File: config.mk
export PLATFORM = sky130hd
export DESIGN_NAME = instr_sequencer
export DESIGN_NICKNAME = d
export VERILOG_FILES = /design/src/rtl/instr_sequencer.sv
export SDC_FILE = /design/constraint.sdc
export NUM_CORES = 1
export LEC_CHECK = 0
export BUFFER_PORTS_ARGS = -buffer_cell sky130_fd_sc_hd__clkbuf_2
export CAP_MARGIN = 30
export CORE_UTILIZATION = 45
export DETAILED_ROUTE_END_ITERATION = 16
export PLACE_DENSITY = 0.82
export SLEW_MARGIN = 20
export SYNTH_ARGS = -nofsm -noshare
export SYNTH_HDL_FRONTEND = slang
export SYNTH_SLANG_ARGS = --single-unit
File: constraint.sdc
create_clock -name CLK -period 1.9 [get_ports CLK]
set_input_delay 0.38 -clock CLK [delete_from_list [all_inputs] [get_ports CLK]]
set_output_delay 0.38 -clock CLK [all_outputs]
set_load 0.05 [all_outputs]
File: src/rtl/instr_sequencer.sv
`default_nettype none
// ============================================================================
//  Module      : instr_sequencer
//  Description : Fetch/decode/execute control sequencer for the 16-bit core.
//                Fetches instruction words over a req/ack port, holds them in
//                the instruction register and drives opcode (A) plus enable (E)
//                into the downstream 4-to-16 opcode decoder.
//  Revision    : 1.0 - initial release
// ============================================================================
module instr_sequencer #(
    parameter int                ADDR_W      = 12,
    parameter int                DATA_W      = 16,
    parameter logic [ADDR_W-1:0] RESET_PC    = '0,
    parameter logic [3:0]        HALT_OPCODE = 4'hF
) (
    input  logic              CLK,
    input  logic              RESET_N,
    input  logic              RUN,
    output logic              MEM_REQ,
    output logic [ADDR_W-1:0] MEM_ADDR,
    input  logic              MEM_ACK,
    input  logic [DATA_W-1:0] MEM_RDATA,
    output logic [3:0]        A,
    output logic              E,
    output logic [ADDR_W-1:0] OPERAND,
    input  logic              EXEC_DONE,
    input  logic              PC_LOAD,
    input  logic [ADDR_W-1:0] PC_LOAD_VAL,
    output logic              HALTED,
    output logic [15:0]       RETIRED
);

    typedef enum logic [2:0] {
        ST_IDLE   = 3'd0,
        ST_FETCH  = 3'd1,
        ST_DECODE = 3'd2,
        ST_EXEC   = 3'd3,
        ST_HALT   = 3'd4
    } state_t;

    state_t              state_q,   state_d;
    logic [ADDR_W-1:0]   pc_q,      pc_d;
    logic [DATA_W-1:0]   ir_q,      ir_d;
    logic [3:0]          a_q,       a_d;
    logic                e_q,       e_d;
    logic                mem_req_q, mem_req_d;
    logic                halted_q,  halted_d;
    logic [15:0]         retired_q, retired_d;
    logic                run_q,     run_d;

    logic [3:0]          w_opcode;
    logic [ADDR_W-1:0]   w_pc_inc;

    assign w_opcode = ir_q[DATA_W-1 -: 4];
    assign w_pc_inc = pc_q + ADDR_W'(1);

    // Next-state and registered-output computation for the sequencer.
    always_comb begin
        state_d   = state_q;
        pc_d      = pc_q;
        ir_d      = ir_q;
        a_d       = a_q;
        retired_d = retired_q;
        run_d     = RUN;

        case (state_q)
            ST_IDLE: begin
                if (RUN) begin
                    state_d = ST_FETCH;
                end
            end
            ST_FETCH: begin
                // Once started, a fetch always completes regardless of RUN.
                if (MEM_ACK) begin
                    ir_d    = MEM_RDATA;
                    state_d = ST_DECODE;
                end
            end
            ST_DECODE: begin
                // The halt opcode is consumed here so the decoder never sees it enabled.
                if (w_opcode == HALT_OPCODE) begin
                    pc_d    = w_pc_inc;
                    state_d = ST_HALT;
                end else begin
                    a_d     = w_opcode;
                    state_d = ST_EXEC;
                end
            end
            ST_EXEC: begin
                if (EXEC_DONE) begin
                    pc_d      = PC_LOAD ? PC_LOAD_VAL : w_pc_inc;
                    retired_d = retired_q + 16'd1;
                    state_d   = RUN ? ST_FETCH : ST_IDLE;
                end
            end
            ST_HALT: begin
                // Resume only on a fresh RUN rising edge, not a level held since entry.
                if (RUN && !run_q) begin
                    state_d = ST_FETCH;
                end
            end
            default: begin
                state_d = ST_IDLE;
            end
        endcase

        // State-decoded outputs are computed from the next state so they are flop outputs.
        mem_req_d = (state_d == ST_FETCH);
        e_d       = (state_d == ST_EXEC);
        halted_d  = (state_d == ST_HALT);
    end

    // State and output registers with synchronous active-low reset.
    always_ff @(posedge CLK) begin
        if (!RESET_N) begin
            state_q   <= ST_IDLE;
            pc_q      <= RESET_PC;
            ir_q      <= '0;
            a_q       <= 4'h0;
            e_q       <= 1'b0;
            mem_req_q <= 1'b0;
            halted_q  <= 1'b0;
            retired_q <= 16'h0000;
            run_q     <= 1'b0;
        end else begin
            state_q   <= state_d;
            pc_q      <= pc_d;
            ir_q      <= ir_d;
            a_q       <= a_d;
            e_q       <= e_d;
            mem_req_q <= mem_req_d;
            halted_q  <= halted_d;
            retired_q <= retired_d;
            run_q     <= run_d;
        end
    end

    assign MEM_REQ  = mem_req_q;
    assign MEM_ADDR = pc_q;
    assign A        = a_q;
    assign E        = e_q;
    assign OPERAND  = ir_q[ADDR_W-1:0];
    assign HALTED   = halted_q;
    assign RETIRED  = retired_q;

endmodule
`default_nettype wire
After elaboration in Yosys (flattened, before gate mapping). Index checks and enable logic that the tools add are counted.

Register bits: 55. Output and inout bits: 47. Input bits: 34. Word-level logic and storage cells: 41.

Reductions and logical operators: 8. Bitwise logic cells: 1. Muxes and demuxes: 11. Equality and inequality tests: 10. $add $sub $neg: 2.

Operators by type and width (number): two-way mux 12 bit (3); case mux 12 bit (2 select lines) (1); adder 16 x 1 -> 16 bit (second input constant) (1); two-way mux 3 bit (5); case mux 3 bit (5 select lines) (1); adder 12 x 1 -> 12 bit (second input constant) (1); == test 3 x 2 -> 1 bit (second input constant) (3); == test 3 x 1 -> 1 bit (second input constant) (2); == test 3 bit (second input constant) (2); AND reduction 2 bit (3); == test 4 bit (second input constant) (1); inequality test 2 bit (second input constant) (2); zero test 3 bit (1); AND reduction 3 bit (1); nonzero test 2 bit (1); logical AND 1 bit (1); zero test 1 bit (1); two-way mux 1 bit (1); NOT 1 bit (1).

Depth between registers and ports, before layout. Gate-level depths: netlist of run 1.

Depth after elaboration: 5. Mapped depth: 7. Mapped depth without buffers: 5.

Worst setup path before layout of run 1. No wires, ideal clock.

Path type: register -> register. From: register pc_q[0], in the netlist MEM_ADDR[0]. To: register pc_q[8], in the netlist MEM_ADDR[8]. Period minus slack after synthesis: 1.919 ns. Setup time: 0.058 ns. Required time: 1.842 ns. Slack: -0.019 ns. Buffers on the path: 0. Data arrival time: 1.861 ns. Stages on the path, launching flop included: 6. Path through: dfxtp_1 > ha_1 > nand3_1 > or4_1 > a21oi_1 > o21a_1.

Longest elaborated chain between the ends: 4. Elaborated cells on any way between the ends: 5. Classes of those cells: add/sub (1); mux (4).

Ends and longest elaborated chain: start: declaration (line 42) `logic [ADDR_W-1:0] pc_q, pc_d;`; start signal: assignment (line 127) `pc_q <= pc_d;`; adder 12 x 1 -> 12 bit * (line 55) `assign w_pc_inc = pc_q + ADDR_W'(1);`; two-way mux 12 bit (line 91) `pc_d = PC_LOAD ? PC_LOAD_VAL : w_pc_inc;`; two-way mux 12 bit (line 90) `if (EXEC_DONE) begin`; case mux 12 bit (2 select lines) * (line 66) `case (state_q)`.

Every way passes the cells marked *; elsewhere a longest branch is shown, timed or not. The select of a mux whose other input is x is not followed. A chain may end at the register's enable or synchronous reset.

Worst setup path after layout of run 1.
From: register state_q[2]. To: register pc_q[9], in the netlist MEM_ADDR[9].

Longest elaborated chain between the ends: 3. Elaborated cells on any way between the ends: 7. Classes of those cells: eq/ne (4); mux (1); reduce/logical (2).

Ends and longest elaborated chain: start: declaration (line 41) `state_t state_q, state_d;`; start signal: assignment (line 126) `state_q <= state_d;`; == test 3 x 2 -> 1 bit (line 66); inequality test 2 bit (no line) / nonzero test 2 bit (equally long branches); AND reduction 3 bit (no line).

Several ways; a longest one is shown, not always the timed one.

==> results.rst, run 1 <==
.. list-table::
   :header-rows: 1

   * - Metric
     - Value
   * - Path type of the worst setup path
     - reg -> reg
   * - Synthesized instance count
     - ~320
   * - Final Power
     - 2.20 mW
   * - Post-CTS sizing
     - 0
   * - Critical path peak fanout
     - 19
   * - P_leak
     - between 1 and 1.5 nW
   * - Hold Buf Count CTS
     - 0
   * - Placed Instances
     - 448
   * - DRC Markers
     - 0
   * - Share of layout cells above drive strength 1
     - 28.9%
   * - Count of pins over their slew limit
     - 0
   * - Number of instances on the worst hold path
     - 3
   * - Final antenna diode count
     - 0
   * - Measured slew at the worst slew-check pin
     - 0.358 ns
   * - Final setup TNS
     - 0 ns
   * - Post-DRT Antenna Nets
     - 0
   * - Synth Area per Inst
     - 8.19 um^2
   * - Final Hold Vio Count
     - 0
   * - Max-Slew Margin vs Limit
     - 75.9%
   * - Average wire length per cell after detail routing
     - 12.8 um
   * - Fin nets
     - between 400 and 500
   * - Clk buf depth
     - 2
   * - Post-synthesis adder-cell area fraction
     - 0.964%
   * - Worst Setup Slack post-DPL
     - 0.220 ns
   * - Setup crit end kind
     - flop
   * - Portion of the clock cycle consumed by the worst path in the final layout
     - 90.3%
   * - Aggregate routed wire length
     - 5830 um
   * - Floorplan die area
     - 0.00607 mm^2
   * - Global placement routability congestion
     - 0.911
   * - Clock tree from TritonCTS
     - done
   * - WHS
     - 0.277 ns
   * - Count of different cell masters after synthesis
     - 49
   * - Maximum VDD drop
     - 0.000330 V
   * - Count of yosys warnings during synthesis
     - 0
   * - Share of the core filled with cells
     - approximately 56%
   * - Core ar.
     - roughly 0.0055 mm^2
   * - Synth Area in Simple Gates
     - approximately a quarter
   * - Clock transition at the registers of the reported paths
     - approximately 0.1 ns
   * - Main combinational cell family by area after synthesis
     - simple AND/OR/NAND/NOR gates
   * - Number of iterations in the first detailed-routing pass
     - 5
   * - Primary flip-flop cell chosen by synthesis mapping
     - dfxtp_1
   * - Largest net degree at the start of global routing
     - 26
   * - Synthesized-area fraction occupied by ao, oa, aoi and oai cells
     - 18.7%
   * - Number of antenna violations at the first check in global routing
     - 0
   * - Average via count per standard cell
     - 5.47
   * - Critical path data arrival time
     - approximately 2 ns
   * - Total overflow reported by the global router
     - 0
   * - Post-synthesis xor/xnor area fraction
     - about 2.4%
   * - Netlist Area Pre-Place
     - 0.00259 mm^2
   * - Hold Crit Start
     - MEM_RDATA[8]
   * - Cell area reported after detailed placement
     - 0.00299 mm^2
   * - Number of synthesized register bits
     - 55
   * - Sequential area share after synthesis
     - 42.4%
   * - FFs w/ async S/R, synth
     - 0%
   * - Min Clock Period, post-route
     - between 1.5 and 2 ns
   * - Final-report setup violation count
     - 0
   * - Clock root buffer
     - clkbuf_8
   * - Count of buffers added by post-CTS timing repair for setup
     - 0
   * - RSZ-0062 raised after global routing
     - no
   * - Count of max-cap constraint violations
     - 0
   * - Die W
     - between 70 and 80 um
   * - Setup slack of the critical path after layout
     - 0.185 ns
   * - Final non-filler cell area
     - 0.00308 mm^2
   * - Reg-to-reg startpoint
     - state_q[2]
   * - Run status
     - completed
   * - Quantity of I/O buffers inserted on ports
     - 80
   * - Register-to-register path setup slack
     - roughly 0.19 ns
   * - First DRT Iteration DRCs
     - 213
   * - Biggest area consumer among synthesized cells
     - dfxtp_1
   * - Area Overhead vs Synth
     - 18.8%
   * - Combined global-route utilization of all metal layers
     - 19.7%
   * - Initial Utilization
     - between 40% and 50%
   * - Fin Clk Skew
     - 0.00655 ns
   * - EDFF count, synth
     - 0
   * - Number of cells on the worst reg-to-reg path
     - 5
   * - IO Count
     - 81
   * - Cts bufs inserted
     - 5
   * - Capturing point of the worst reg2reg path
     - MEM_ADDR[9]
   * - # clock sinks
     - 55
   * - Insertion delay of the later-clocked pin in the worst-skew pair
     - 0.31 ns
   * - Worst Hold Path EP
     - ir_q[8]
   * - Multiplexer fraction of the synthesized cell area
     - under 10%
   * - Startpoint Class
     - flop
   * - Post-route non-filler standard cell count
     - between 400 and 500
   * - Height of the die
     - 77.9 um
   * - Fillers
     - 516
   * - Vias post-DR
     - 2496
   * - Area share of the largest cell type after synthesis
     - 42.4%
   * - Path type of the worst min-delay path
     - in -> reg
   * - Placed wire-length estimate after detailed placement
     - 4190 um
   * - Achievable clock frequency
     - 583 MHz
   * - Syn Nets
     - 353
   * - Leading cell types by total area after synthesis
     - dfxtp_1 42%, nand2_1 7.4%, a21oi_1 6.6%, buf_4 3.5%, o21ai_0 3.1%
   * - Required time of the critical path
     - 2.15 ns
   * - P per Cell Area
     - 715 mW/mm^2
   * - Global-route wire length before repair
     - 9820 um
   * - H-tree lvl count
     - 2
   * - Number of global-route vias before repair
     - between 2000 and 2500
   * - Cell row count
     - 27
==> worst max-delay path: stages, from the launching register on <==
cell and delay [ns]:
dfxtp_1 0.49, and4b_2 0.35, buf_4 0.22, nor4_1 0.31, a32oi_1 0.11, a31oi_1 0.17
==> worst max path at each step <==
| stage | startpoint | to | depth (start not counted) |
|---|---|---|---|
| floorplan | RETIRED[5] | RETIRED[15] | 5 |
| global placement | EXEC_DONE | RETIRED[11] | 6 |
| detailed placement | EXEC_DONE | RETIRED[11] | 6 |
| CTS | state_q[2] | MEM_ADDR[0] | 4 |
| global route | state_q[2] | MEM_ADDR[9] | 5 |
| finish | state_q[2] | MEM_ADDR[9] | 5 |
==> routing by layer <==
| layer | GRT usage, % | routed length (um) | up-vias |
|---|---|---|---|
| li1 | - | - | 1249 |
| met3 | 3.06 | 362 | 9 |
| met1 | 26.4 | 2700 | 1122 |
| met5 | 0 | 0 | - |
| met2 | 32.6 | 2710 | 116 |
| met4 | 5.56 | 57 | 0 |
==> Yosys cell counts, types with 2 or more instances <==
master	count
and4b_2	2
o31ai_1	4
or3_1	5
nor4_1	5
clkbuf_1	14
xor2_1	6
nand4_1	9
a22oi_1	4
nand3_1	8
nand2_1	51
buf_4	12
dfxtp_1	55
or4_1	5
nand2b_1	2
o21ai_0	16
buf_1	2
mux2i_1	3
ha_1	2
nor2b_1	2
and3_1	5
a31oi_1	3
and4_1	2
nor3_1	5
o22ai_1	2
and2_1	7
o211ai_1	2
buf_2	4
o21a_1	3
a21oi_1	34
nor2_1	16
buf_6	2
inv_1	5
o221a_2	4
==> state kept, by name, summed over array words and instances (netlist names) <==
signal / flops
RETIRED: 16
MEM_REQ: 1
E: 1
state_q: 3
A: 4
MEM_ADDR: 12
HALTED: 1
run_q: 1
ir_q: 16
==> report_power, final <==
part	total [mW]	leakage, nW	switching, mW	internal (mW)
registers	1.22	0.447	0.0276	1.19
logic	0.336	0.747	0.228	0.108
clock network	0.646	0.0402	0.389	0.257
==> final cells by class <==
class / count / area, um^2 / area share [%]
Sequential cell: 55 / 1100 / 35.8
Timing Repair Buffer: 93 / 498 / 16.2
Tap cell: 72 / 90.1 / 2.92
Clock inverter: 3 / 20.0 / 0.649
Multi-Input combinational cell: 222 / 1280 / 41.5
Inverter: 6 / 22.5 / 0.731
Clock buffer: 5 / 68.8 / 2.23
==> logic make-up (layout without fill, tap and decap cells) <==
family | after synthesis | count (layout)
AND/OR/NAND/NOR | 131 | 131
adder cells (fa/ha/maj) | 2 | 2
AO/OA/AOI/OAI | 79 | 79
multiplexers | 3 | 3
XOR/XNOR | 7 | 7
buffers and inverters | 40 | 107
flip-flops | 55 | 55
==> placed cells by master, fill, tap and decap left out, types with 2 or more instances in the layout <==
cell type and instances:
nor4_1 5, ha_1 2, o31ai_1 4, o21ai_0 16
a31oi_1 3, clkbuf_2 80, a21oi_1 34, or4_1 5
mux2i_1 3, o221a_2 4, or3_1 5, nand4_1 9
nand3_1 8, clkbuf_8 5, a22oi_1 4, dfxtp_2 3
and4b_2 2, xor2_1 6, o21a_1 3, nand2_1 51
nor2b_1 2, nand2b_1 2, o22ai_1 2, inv_1 5
and2_1 7, dfxtp_1 52, nor3_1 5, nor2_1 16
and3_1 5, o211ai_1 2, buf_4 13, and4_1 2
clkinvlp_4 2
(Power assumes the default switching activity.)
==> run 2, diff against run 1 <==
--- a/config.mk
+++ b/config.mk
@@ -8,6 +8,7 @@
 export BUFFER_PORTS_ARGS = -buffer_cell sky130_fd_sc_hd__clkbuf_2
 export CAP_MARGIN = 30
 export CORE_UTILIZATION = 45
+export CTS_BUF_LIST = sky130_fd_sc_hd__clkbuf_8 sky130_fd_sc_hd__clkbuf_16
 export DETAILED_ROUTE_END_ITERATION = 16
 export PLACE_DENSITY = 0.82
 export SLEW_MARGIN = 20
==> constraint.sdc (replaced) <==
create_clock -name CLK -period 1.9 [get_ports CLK]
set_input_delay 0.095 -clock CLK [delete_from_list [all_inputs] [get_ports CLK]]
set_output_delay 0.095 -clock CLK [all_outputs]
set_load 0.05 [all_outputs]
==> results.rst, run 2 (same netlist as run 1, synthesis figures left out) <==
.. list-table::
   :header-rows: 1

   * - Metric
     - Value
   * - Final setup TNS
     - 0 ns
   * - Total overflow reported by the global router
     - 0
   * - Final-report setup violation count
     - 0
   * - Fillers
     - about 520
   * - Count of buffers added by post-CTS timing repair for setup
     - 0
   * - Number of iterations in the first detailed-routing pass
     - 4
   * - Setup crit end kind
     - flop
   * - Final non-filler cell area
     - 0.00318 mm^2
   * - Area Overhead vs Synth
     - 22.4%
   * - Max-Slew Margin vs Limit
     - 76.6%
   * - Cell row count
     - 27
   * - Average wire length per cell after detail routing
     - 12.6 um
   * - Maximum VDD drop
     - roughly 0.00032 V
   * - Global placement routability congestion
     - approximately 0.85
   * - Worst setup path end
     - RETIRED[12]
   * - Number of global-route vias before repair
     - 2134
   * - Critical path data arrival time
     - 1.99 ns
   * - Register-to-register path setup slack
     - 0.15 ns
   * - First DRT Iteration DRCs
     - about 230
   * - Fin Clk Skew
     - 0.00509 ns
   * - Commonest non-fill, non-tap cells in the layout
     - 80 x clkbuf_2, 51 x nand2_1, 50 x dfxtp_1
   * - Crit path from
     - state_q[2]
   * - Clock root buffer
     - clkbuf_8
   * - Number of antenna violations at the first check in global routing
     - 0
   * - IO Count
     - 81
   * - Cts bufs inserted
     - 5
   * - Startpoint Class
     - flop
   * - H-tree lvl count
     - 2
   * - Capturing point of the worst reg2reg path
     - RETIRED[12]
   * - Average via count per standard cell
     - 5.39
   * - WHS
     - 0.00590 ns
   * - Critical path peak fanout
     - 10
   * - Path type of the worst min-delay path
     - in -> reg
   * - Floorplan die area
     - 0.00607 mm^2
   * - Initial Utilization
     - 46.8%
   * - Insertion delay of the later-clocked pin in the worst-skew pair
     - 0.30 ns
   * - Clock tree from TritonCTS
     - done
   * - Placed wire-length estimate after detailed placement
     - 4070 um
   * - Count of pins over their slew limit
     - 0
   * - Clk buf depth
     - 2
   * - Measured slew at the worst slew-check pin
     - ~0.35 ns
   * - P_leak
     - 1.27 nW
   * - Run status
     - completed
   * - DRC Markers
     - 0
   * - Final Power
     - 2.20 mW
   * - Final Hold Vio Count
     - 0
   * - Aggregate routed wire length
     - 5860 um
   * - Clock transition at the registers of the reported paths
     - 0.10 ns
   * - Worst path bufs/invs
     - 1
   * - Placed Instances
     - 444
   * - Crit-path cells
     - and4b_2, buf_4, nand3_1, or4_1, a21oi_1
   * - Post-route non-filler standard cell count
     - 464
   * - Min Clock Period, post-route
     - ~1.7 ns
   * - Delay of the slowest critical-path stage
     - 0.44 ns
   * - Final antenna diode count
     - 0
   * - Achievable clock frequency
     - 572 MHz
   * - Cell area reported after detailed placement
     - 0.00296 mm^2
   * - P per Cell Area
     - 692 mW/mm^2
   * - Fin nets
     - 427
   * - Reg-to-reg startpoint
     - state_q[2]
   * - Number of cells on the worst reg-to-reg path
     - 5
   * - Most common cell after layout, fill and taps aside
     - clkbuf_2
   * - Quantity of I/O buffers inserted on ports
     - 80
   * - Top Family by Delay on Critical Path
     - simple AND/OR/NAND/NOR gates
   * - Die W
     - 77.9 um
   * - Share of layout cells above drive strength 1
     - between 20% and 30%
   * - Portion of the clock cycle consumed by the worst path in the final layout
     - 92.0%
   * - Global-route wire length before repair
     - between 9000 and 10000 um
   * - Required time of the critical path
     - between 2 and 2.5 ns
   * - Path type of the worst setup path
     - reg -> reg
   * - Combined global-route utilization of all metal layers
     - 19.7%
   * - Count of max-cap constraint violations
     - 0
   * - # clock sinks
     - 55
   * - Vias post-DR
     - 2501
   * - Core ar.
     - between 0.005 and 0.006 mm^2
   * - Post-DRT Antenna Nets
     - 0
   * - Count of cell instances traversed by the critical path
     - 5
   * - Cell at the slowest stage of the critical path
     - or4_1
   * - RSZ-0062 raised after global routing
     - no
   * - Largest net degree at the start of global routing
     - 23
   * - Height of the die
     - ~78 um
run 2: cell count changes in the layout (fill, tap and decap cells not counted), sizes merged:
| cell | delta |
|---|---|
| buf | -4 |
| clkinvlp | -1 |
| dlygate4sd3 | +12 |
| inv | +1 |
run 2: timing repair:
action                                  in CTS  in global routing
gates resized for setup                      0                  3
endpoints found under the hold margin       12                  0
endpoints found under the setup margin       0                  3
hold buffers                                12                  0
run 2: cell type report:
type | count | area [um^2] | share of cell area (%)
clock inverters | 3 | 16.3 | 0.512
inverters | 6 | 22.5 | 0.709
well taps | 72 | 90.1 | 2.84
flip-flops and latches | 55 | 1110 | 34.9
clock buffers | 5 | 68.8 | 2.17
multi-input cells | 222 | 1280 | 40.4
repair buffers | 101 | 588 | 18.5
run 2: worst min path at each step:
stage	startpoint	to	slack [ns]	cells past startpoint
after floorplan	RUN	run_q	0.21	2
after global placement	RUN	run_q	0.32	3
after detailed placement	MEM_RDATA[3]	ir_q[3]	0.33	3
after CTS	MEM_RDATA[15]	ir_q[15]	0.001	3
after global routing	MEM_RDATA[15]	ir_q[15]	0.005	3
final	MEM_RDATA[7]	ir_q[7]	0.006	3
run 2: stage by stage:
stage          setup WS, ns  util (%)
2_1_floorplan      0.000928         -
3_3_place_gp          0.185      53.5
3_5_place_dp          0.106      53.5
4_1_cts              0.0880      57.2
5_1_grt              0.0317      57.3
6_report              0.153      57.3
run 2: routing by layer:
layer	vias to the layer above	part of all wire (%)	global-route usage, %
met2	85	46	31.9
met3	4	7.2	4.59
met4	0	0.53	4.44
li1	1267	-	-
met5	-	0	0
met1	1145	46	26.6
run 2: worst min-delay path, cell delays in order:
cell	delay, ns
clkbuf_2	0.08
nand2_1	0.04
a21oi_1	0.05
run 2: report_power, final:
| group | leakage (nW) | switching [mW] | internal [mW] |
|---|---|---|---|
| registers | 0.448 | 0.0338 | 1.20 |
| clock network | 0.0453 | 0.371 | 0.253 |
| logic | 0.778 | 0.226 | 0.120 |
| total | 1.27 | 0.631 | 1.57 |
==> run 3, diff against run 2 <==
--- a/config.mk
+++ b/config.mk
@@ -10,7 +10,7 @@
 export CORE_UTILIZATION = 45
 export CTS_BUF_LIST = sky130_fd_sc_hd__clkbuf_8 sky130_fd_sc_hd__clkbuf_16
 export DETAILED_ROUTE_END_ITERATION = 16
-export PLACE_DENSITY = 0.82
+export PLACE_DENSITY = 0.72
 export SLEW_MARGIN = 20
 export SYNTH_ARGS = -nofsm -noshare
 export SYNTH_HDL_FRONTEND = slang
==> results.rst, run 3 (same netlist as run 1, synthesis figures left out) <==
.. list-table::
   :header-rows: 1

   * - Metric
     - Value
   * - Run status
     - completed
   * - Total area of sequential cells
     - about 0.0011 mm^2
   * - Required time of the critical path
     - 2.14 ns
   * - Count of max-cap constraint violations
     - 0
   * - Clock root buffer
     - clkbuf_8
   * - Insertion delay of the later-clocked pin in the worst-skew pair
     - 0.30 ns
   * - Count of pins over their slew limit
     - 0
   * - Clock tree from TritonCTS
     - done
   * - Vias post-DR
     - between 2000 and 2500
   * - Path type of the worst setup path
     - reg -> reg
   * - Fillers
     - 533
   * - H-tree lvl count
     - 2
   * - Total overflow reported by the global router
     - 0
   * - Aggregate routed wire length
     - 5750 um
   * - Combined global-route utilization of all metal layers
     - 20.0%
   * - Measured slew at the worst slew-check pin
     - 0.396 ns
   * - Setup crit end kind
     - flop
   * - Largest net degree at the start of global routing
     - 23
   * - Fin Clk Skew
     - approximately 0.0087 ns
   * - Min Clock Period, post-route
     - approximately 1.7 ns
   * - Hold Crit Start
     - MEM_RDATA[10]
   * - RSZ-0062 raised after global routing
     - no
   * - Critical path data arrival time
     - between 1.5 and 2 ns
   * - Most Used Layer, Global Route
     - met2
   * - Max-Slew Margin vs Limit
     - 73.3%
   * - Global placement routability congestion
     - 0.809
   * - Average wire length per cell after detail routing
     - 12.7 um
   * - DRC Markers
     - 0
   * - Number of global-route vias before repair
     - between 2000 and 2500
   * - First DRT Iteration DRCs
     - between 150 and 200
   * - Share of the core filled with cells
     - between 50% and 60%
   * - # clock sinks
     - 55
   * - Global-route wire length before repair
     - 9890 um
   * - Post-DRT Antenna Nets
     - 0
   * - Cts bufs inserted
     - 5
   * - Maximum VDD drop
     - 0.000377 V
   * - Number of cells on the worst reg-to-reg path
     - 5
   * - Achievable clock frequency
     - 584 MHz
   * - Fin nets
     - around 420
   * - Count of buffers added by post-CTS timing repair for setup
     - 0
   * - Register-to-register path setup slack
     - roughly 0.19 ns
   * - Height of the die
     - 77.9 um
   * - P per Cell Area
     - 697 mW/mm^2
   * - Portion of the clock cycle consumed by the worst path in the final layout
     - approximately 90%
   * - Final antenna diode count
     - 0
   * - Number of instances on the worst hold path
     - 3
   * - Global Route met1 Usage
     - 25.8%
   * - Placed wire-length estimate after detailed placement
     - 4210 um
   * - Die W
     - 77.9 um
   * - Path type of the worst min-delay path
     - in -> reg
   * - Final Hold Vio Count
     - 0
   * - Startpoint Class
     - flop
   * - Clk buf depth
     - 2
   * - Quantity of I/O buffers inserted on ports
     - 80
   * - P_leak
     - 1.24 nW
   * - Cell row count
     - 27
   * - Final-report setup violation count
     - 0
   * - Number of antenna violations at the first check in global routing
     - 0
   * - Hold Buf Count CTS
     - 0
   * - Area Overhead vs Synth
     - 18.2%
   * - Number of iterations in the first detailed-routing pass
     - 4
   * - Average via count per standard cell
     - 5.35
   * - Most common cell after layout, fill and taps aside
     - clkbuf_2
   * - Capturing point of the worst reg2reg path
     - RETIRED[12]
   * - IO Count
     - between 80 and 90
   * - Final setup TNS
     - 0 ns
   * - GR met3 Demand/Resource
     - 4.35%
   * - Worst Hold Path EP
     - ir_q[10]
   * - Initial Utilization
     - between 40% and 50%
   * - Critical path peak fanout
     - 10
   * - Commonest non-fill, non-tap cells in the layout
     - 80 x clkbuf_2, 51 x dfxtp_1, 51 x nand2_1
   * - Reg-to-reg startpoint
     - state_q[2]
   * - WHS
     - 0.00382 ns
   * - Core ar.
     - between 0.005 and 0.006 mm^2
   * - Global Route met2 Usage
     - 33.8%
   * - Combined area of the multi-input logic cells
     - 0.00128 mm^2
   * - Floorplan die area
     - 0.00607 mm^2
   * - Share of layout cells above drive strength 1
     - 28.5%
   * - Clock transition at the registers of the reported paths
     - around 0.09 ns
## run 3: changes by cell type in the layout (fill, tap and decap cells not counted), sizes merged
| cell | before | now |
|---|---|---|
| buf | 9 | 13 |
| dlygate4sd3 | 12 | 0 |
| clkinvlp | 1 | 0 |
| clkinv | 2 | 1 |
## run 3: worst max-delay path by stage
stage	from	to	depth (start not counted)
final	state_q[2]	RETIRED[12]	5
after global placement	state_q[1]	RETIRED[12]	5
after global routing	state_q[2]	MEM_ADDR[8]	4
after floorplan	RETIRED[5]	RETIRED[15]	5
after detailed placement	state_q[1]	RETIRED[12]	5
after CTS	state_q[1]	RETIRED[12]	5
## run 3: report_power, final
part	internal (mW)	switching, mW	leakage, nW
clock	0.241	0.342	0.0413
sequential	1.19	0.0321	0.447
combinational	0.106	0.221	0.747
## run 3: routing by layer
layer | vias to the layer above | part of all wire, %
met5 | - | 0
met2 | 65 | 47
met3 | 7 | 5.1
met4 | 0 | 0.96
met1 | 1110 | 47
li1 | 1248 | -
## run 3: critical path, cell delays in order, from the launching register on
cell and delay [ns]:
dfxtp_1 0.39, and4b_2 0.35, buf_4 0.18, nand3_1 0.16
or4_1 0.42, a21oi_1 0.14
## run 3: what timing repair did
item | in CTS | in global routing
setup endpoints to repair | 0 | 3
hold endpoints to repair | 0 | 0
resized for setup | 0 | 1
## run 3: final cells by class
| cell class | count | share of cell area [%] |
|---|---|---|
| Multi-Input combinational cell | 222 | 41.7 |
| Sequential cell | 55 | 36.1 |
| Timing Repair Buffer | 93 | 16.2 |
| Tap cell | 72 | 2.94 |
| Clock buffer | 5 | 2.24 |
| Inverter | 6 | 0.734 |
| Clock inverter | 1 | 0.122 |
## run 3: through the flow
step / setup WS, ns / cells / cell area [um^2] / power [mW]
floorplan: 0.000928 / 317 / 2600 / 1.50
global placement: 0.208 / 448 / 2990 / 1.58
detailed placement: 0.127 / 448 / 2990 / 1.58
CTS: 0.0985 / 454 / 3070 / 2.16
global route: 0.0450 / 454 / 3070 / 2.25
finish: 0.186 / 454 / 3070 / 2.14
